===== src/rtl/fetch_boot_unit.sv =====
// Instruction-fetch front end: streams BOOT_WORDS words from the BIOS into
// instruction memory, then runs the PC loop and fills the IF/ID register.
module fetch_boot_unit #(
    parameter int DATA_WIDTH   = 32,
    parameter int ADDR_WIDTH   = 32,
    parameter int BOOT_WORDS   = 16,
    parameter int RESET_VECTOR = 0,
    parameter int PC_STEP      = 1
) (
    input  logic                  clock,
    input  logic                  reset,
    input  logic [DATA_WIDTH-1:0] boot_data,
    input  logic                  boot_valid,
    output logic                  boot_ready,
    output logic                  boot_done,
    output logic [ADDR_WIDTH-1:0] mem_address,
    output logic [DATA_WIDTH-1:0] mem_wdata,
    output logic                  mem_cs,
    output logic                  mem_we,
    output logic                  mem_oe,
    input  logic [DATA_WIDTH-1:0] mem_rdata,
    input  logic                  stall,
    input  logic                  flush,
    input  logic                  branch_taken,
    input  logic [ADDR_WIDTH-1:0] branch_target,
    output logic [ADDR_WIDTH-1:0] pc,
    output logic [ADDR_WIDTH-1:0] if_id_pcpp,
    output logic [DATA_WIDTH-1:0] if_id_instruction,
    output logic                  if_id_valid
);

    // Counter must be able to hold BOOT_WORDS itself; keep at least one bit.
    localparam int CNT_W = (BOOT_WORDS > 0) ? $clog2(BOOT_WORDS + 1) : 1;
    localparam logic [CNT_W-1:0] LAST_WORD =
        (BOOT_WORDS > 0) ? CNT_W'(BOOT_WORDS - 1) : '0;
    localparam logic [ADDR_WIDTH-1:0] RESET_ADDR = ADDR_WIDTH'(RESET_VECTOR);
    localparam logic [ADDR_WIDTH-1:0] STEP       = ADDR_WIDTH'(PC_STEP);

    typedef enum logic {
        BOOT  = 1'b0,
        FETCH = 1'b1
    } state_t;

    state_t                state;
    logic [CNT_W-1:0]      boot_cnt;
    logic [ADDR_WIDTH-1:0] pc_inc;

    assign pc_inc = pc + STEP;

    // Memory pins follow the phase directly so a boot word is written in
    // the same cycle it is offered.
    assign boot_ready  = (state == BOOT);
    assign mem_cs      = 1'b0;
    assign mem_oe      = (state == FETCH);
    assign mem_we      = (state == BOOT) && boot_valid;
    assign mem_address = (state == BOOT) ? RESET_ADDR + ADDR_WIDTH'(boot_cnt) : pc;
    assign mem_wdata   = mem_we ? boot_data : '0;

    always_ff @(posedge clock) begin
        if (!reset) begin
            state             <= (BOOT_WORDS == 0) ? FETCH : BOOT;
            boot_cnt          <= '0;
            boot_done         <= 1'b0;
            pc                <= RESET_ADDR;
            if_id_pcpp        <= '0;
            if_id_instruction <= '0;
            if_id_valid       <= 1'b0;
        end else if (state == BOOT) begin
            if (boot_valid) begin
                boot_cnt <= boot_cnt + 1'b1;
                if (boot_cnt == LAST_WORD) begin
                    state     <= FETCH;
                    boot_done <= 1'b1;
                end
            end
        end else begin
            boot_done <= 1'b1;
            if (branch_taken) begin
                // The word fetched from the old PC is dropped.
                pc          <= branch_target;
                if_id_valid <= 1'b0;
            end else if (!stall) begin
                pc                <= pc_inc;
                if_id_pcpp        <= pc_inc;
                if_id_instruction <= mem_rdata;
                if_id_valid       <= !flush;
            end
        end
    end

endmodule


===== config.mk =====
export PLATFORM = sky130hd
export DESIGN_NAME = fetch_boot_unit
export DESIGN_NICKNAME = d
export VERILOG_FILES = /design/src/rtl/fetch_boot_unit.sv
export SDC_FILE = /design/constraint.sdc
export NUM_CORES = 1
export LEC_CHECK = 0
export BUFFER_PORTS_ARGS = -buffer_cell sky130_fd_sc_hd__buf_2
export CORE_ASPECT_RATIO = 0.6
export CORE_UTILIZATION = 35
export CTS_BUF_LIST = sky130_fd_sc_hd__clkbuf_16
export CTS_CLUSTER_DIAMETER = 50
export DETAILED_ROUTE_END_ITERATION = 12
export PLACE_DENSITY = 0.63
export SLEW_MARGIN = 10
export SYNTH_ARGS = -nofsm -noshare
export SYNTH_HDL_FRONTEND = slang
export SYNTH_SLANG_ARGS = --single-unit

===== constraint.sdc =====
create_clock -name clock -period 2.65 [get_ports clock]
set_input_delay 0.265 -clock clock [delete_from_list [all_inputs] [get_ports clock]]
set_output_delay 0.265 -clock clock [all_outputs]
set_load 0.01 [all_outputs]

==> impl_results.md <==
- Required @ worst endpoint: between 2 and 3 ns
- Clock-pin slew on the worst setup and hold paths: around 0.08 ns
- Crit-path cells: ha_1 -> and3_1 -> nand3_4 -> nor4_1 -> mux2i_1 -> o22ai_1
- Post-synthesis simple-gate area fraction: 0.284
- Mux share of post-synthesis cell area: 0.0247
- CTS H-tree depth: 3
- Drt pass-1 iters: 5
- Yosys warning total: 0
- Cell Area, Synth: roughly 0.0055 mm²
- Clk Latency, worst-skew pair: about 0.35 ns
- Final Critical Period: approximately 2.3 ns
- Largest net degree at the start of global routing: 70
- Overall Global Routing Usage: 0.229
- Post-CTS sizing: 0
- CTS Buf Count: 9
- Largest family of logic cells by synthesized area: simple AND/OR/NAND/NOR gates
- First-pass GRT wire length: 28,800 µm
- Commonest non-fill, non-tap cell in the layout: buf_2
- Initial antenna violation count: 3
- Post-Layout Cell Count: between 1k and 1.5k
- Hold Fails Final Rpt: 0
- Measured slew at the worst slew-check pin: 0.735 ns
- Crit Path Class: register to register
- Cells after Synth: 709
- Synthesized area per cell: a little under 8 µm²
- CP Max Fanout: 15
- Skew final: 0.00696 ns
- Relative slew slack: 0.510
- Post-DP HPWL: ~13,000 µm
- CP Launch Type: register
- Cells after DPL: 1,126
- Reg2reg setup slack: roughly 0.33 ns
- Crit end category: register
- Worst r2r src: pc[0]$_SDFFE_PN0P_
- Crit path max-delay family: simple AND/OR/NAND/NOR gates
- Post-synthesis sequential area ratio: 0.380
- Post-CTS Setup Inserts: 0
- Worst R2R Path Depth: 6
- Die area: around 0.016 mm²
- Number of global-route vias before repair: approximately 5.1k
- Vias/cell: slightly above 5
- Worst r2r dst: pc[30]$_SDFFE_PN0P_
- Final Setup Violations: 0
- Final Max Slew Viols: 0
- DR iter-0 viols: 386
- Area grow syn2layout: 32.1%
- Die height: between 90 and 100 µm
- Port Buf Inserts: between 200 and 300
- CP endpoint: pc[30]$_SDFFE_PN0P_
- Pre-CTS WS: around 0.39 ns
- DRC viols: 0
- Commonest non-fill, non-tap cells in the layout: buf_2, nand2_1, dfxtp_1
- Synth async-reset ratio: 0
- Critical Path Source: pc[0]$_SDFFE_PN0P_
- Total wire length: 18,800 µm
- Nets@finish: approximately 1.0k
- GRT overflow: 0
- Final worst slack: 0.330 ns
- CTS tree: done
- Fmax: 0.431 GHz
- Slowest cell on crit path: dfxtp_1
- Mapped Nets: 814
- Adder-cell area share of the yosys netlist: 0.00685
- VDD IR max: about 300 µV
- Critical Path AT: around 2.5 ns
- Period Utilization, post-route: 0.876
- Via count: 5,858
- PD cells: ~440 mW/mm²
- Synth cell types: 56
- Outcome: finished clean
- Overall power: 0.00321 W
- Placer Congestion: ~0.8
- Worst Path Buf+Inv: 0
- I/O pins: 268
- Clock tree buffer depth: 2
- Cts hold-fix bufs: 0
- Core area: roughly 0.015 mm²
- Max_cap viols: 0
- HP Class: input port to register
- Number of synthesized flops with an enable pin: 0
- Rows: 35
- Leakage Power: about 3.3 nW
- Antenna Nets Post-Route: 0
- WL per Instance: 16.4 µm
- Share of cells above drive strength 1: 0.341
- Post-synthesis xor/xnor area fraction: 0.0495
- Levels on crit path: 6
- Clock root cell: clkbuf_16
- Starting Density: 0.358
- RSZ-0062 raised after global routing: false
- Chip width: 164 µm
- Ys flop type: dfxtp_1
- Hold Crit Start: mem_rdata[1]
- Sum Neg Setup Slack: 0 ns
- CP max stage delay: roughly 0.52 ns
- Yosys reg bits: 104
- Compound-Gate Fraction of Synth Area: 0.197
- Total clock sinks: approximately 100
synthesized netlist by cell type (3+ instances only):
library cell	number	area share
nand4_2	3	0.0068
nand3_1	15	0.014
a211oi_1	15	0.021
xnor2_1	19	0.030
dfxtp_1	104	0.38
a22o_1	3	0.0048
o22ai_1	7	0.0080
o21a_1	4	0.0055
o31ai_1	6	0.0082
nor2b_1	5	0.0057
inv_1	5	0.0034
o31a_1	5	0.0080
a22oi_1	7	0.0096
a21o_1	3	0.0041
and2_1	60	0.068
nor2_1	47	0.032
a21oi_1	77	0.070
nand4_1	8	0.0091
a31oi_1	6	0.0068
and4_1	6	0.0096
buf_4	3	0.0041
mux2_2	4	0.0082
and3_1	15	0.017
nor4_1	7	0.0080
xor2_1	12	0.019
ha_1	3	0.0068
clkbuf_1	50	0.034
nand2_1	113	0.077
o21ai_0	34	0.031
mux2i_1	9	0.016
buf_2	12	0.011
nor3_1	14	0.013
flip-flops by register name, summed over array words and instances, names as in the netlist:
signal and count:
mem_oe 1, if_id_pcpp 32, boot_cnt 5, boot_done 1, if_id_instruction 32, pc 32
if_id_valid 1
where the power goes:
part	leakage, nW	switching, W	internal [W]
clock network	0.147	0.000653	0.000746
registers	0.838	0.00000425	0.00157
logic	2.27	0.000132	0.000112
per-stage QoR:
| step | util | hold WS [ns] | cell area [µm²] |
|---|---|---|---|
| 3_3_place_gp | 0.452 | 0.427 | 6930 |
| 4_1_cts | 0.472 | 0.134 | 7230 |
| 3_5_place_dp | 0.452 | 0.446 | 6930 |
| 6_report | 0.472 | 0.144 | 7240 |
| 5_1_grt | 0.472 | 0.138 | 7230 |
| 2_1_floorplan | - | 0.401 | 5480 |
area by class of cell:
type / count / area, µm²
antenna: 2 / 5.00
clock buffer: 9 / 225
clock inverter: 7 / 77.6
fill: 1618 / 8090
inverter: 7 / 26.3
multi-input combinational: 531 / 3100
sequential: 104 / 2080
tap: 203 / 254
timing repair buffer: 281 / 1470
worst min path at each step:
stage | cells past startpoint | end | slack, ns
2_1_floorplan | 2 | if_id_instruction[0]$_SDFFE_PN0P_ | 0.40
3_3_place_gp | 1 | boot_done$_SDFFE_PN0P_ | 0.43
3_5_place_dp | 2 | if_id_instruction[1]$_SDFFE_PN0P_ | 0.45
4_1_cts | 3 | if_id_instruction[10]$_SDFFE_PN0P_ | 0.13
5_1_grt | 3 | if_id_instruction[8]$_SDFFE_PN0P_ | 0.14
6_report | 3 | if_id_instruction[1]$_SDFFE_PN0P_ | 0.14
cell families (layout without fill, tap and decap cells):
| logic type | count (synthesis) | in the layout |
|---|---|---|
| AND/OR/NAND/NOR | 304 | 304 |
| AO/OA/AOI/OAI | 179 | 179 |
| flip-flops | 104 | 104 |
| buffers and inverters | 74 | 304 |
| XOR/XNOR | 31 | 31 |
| multiplexers | 13 | 13 |
| adder cells (fa/ha/maj) | 3 | 3 |
| other | 1 | 3 |
per-layer routing:
layer	track usage	share of wire	wire (µm)	vias to the layer above
met5	0	0.00043	8	-
met4	0.0349	0.0085	159	2
met3	0.0774	0.10	1890	18
met2	0.330	0.41	7730	254
met1	0.332	0.48	8970	2663
li1	-	-	-	2921
worst min-delay path: stages:
cell and delay [ns]:
buf_2 0.09, nand2_1 0.04, a21oi_1 0.05
Power figures use the tool's default switching activity.
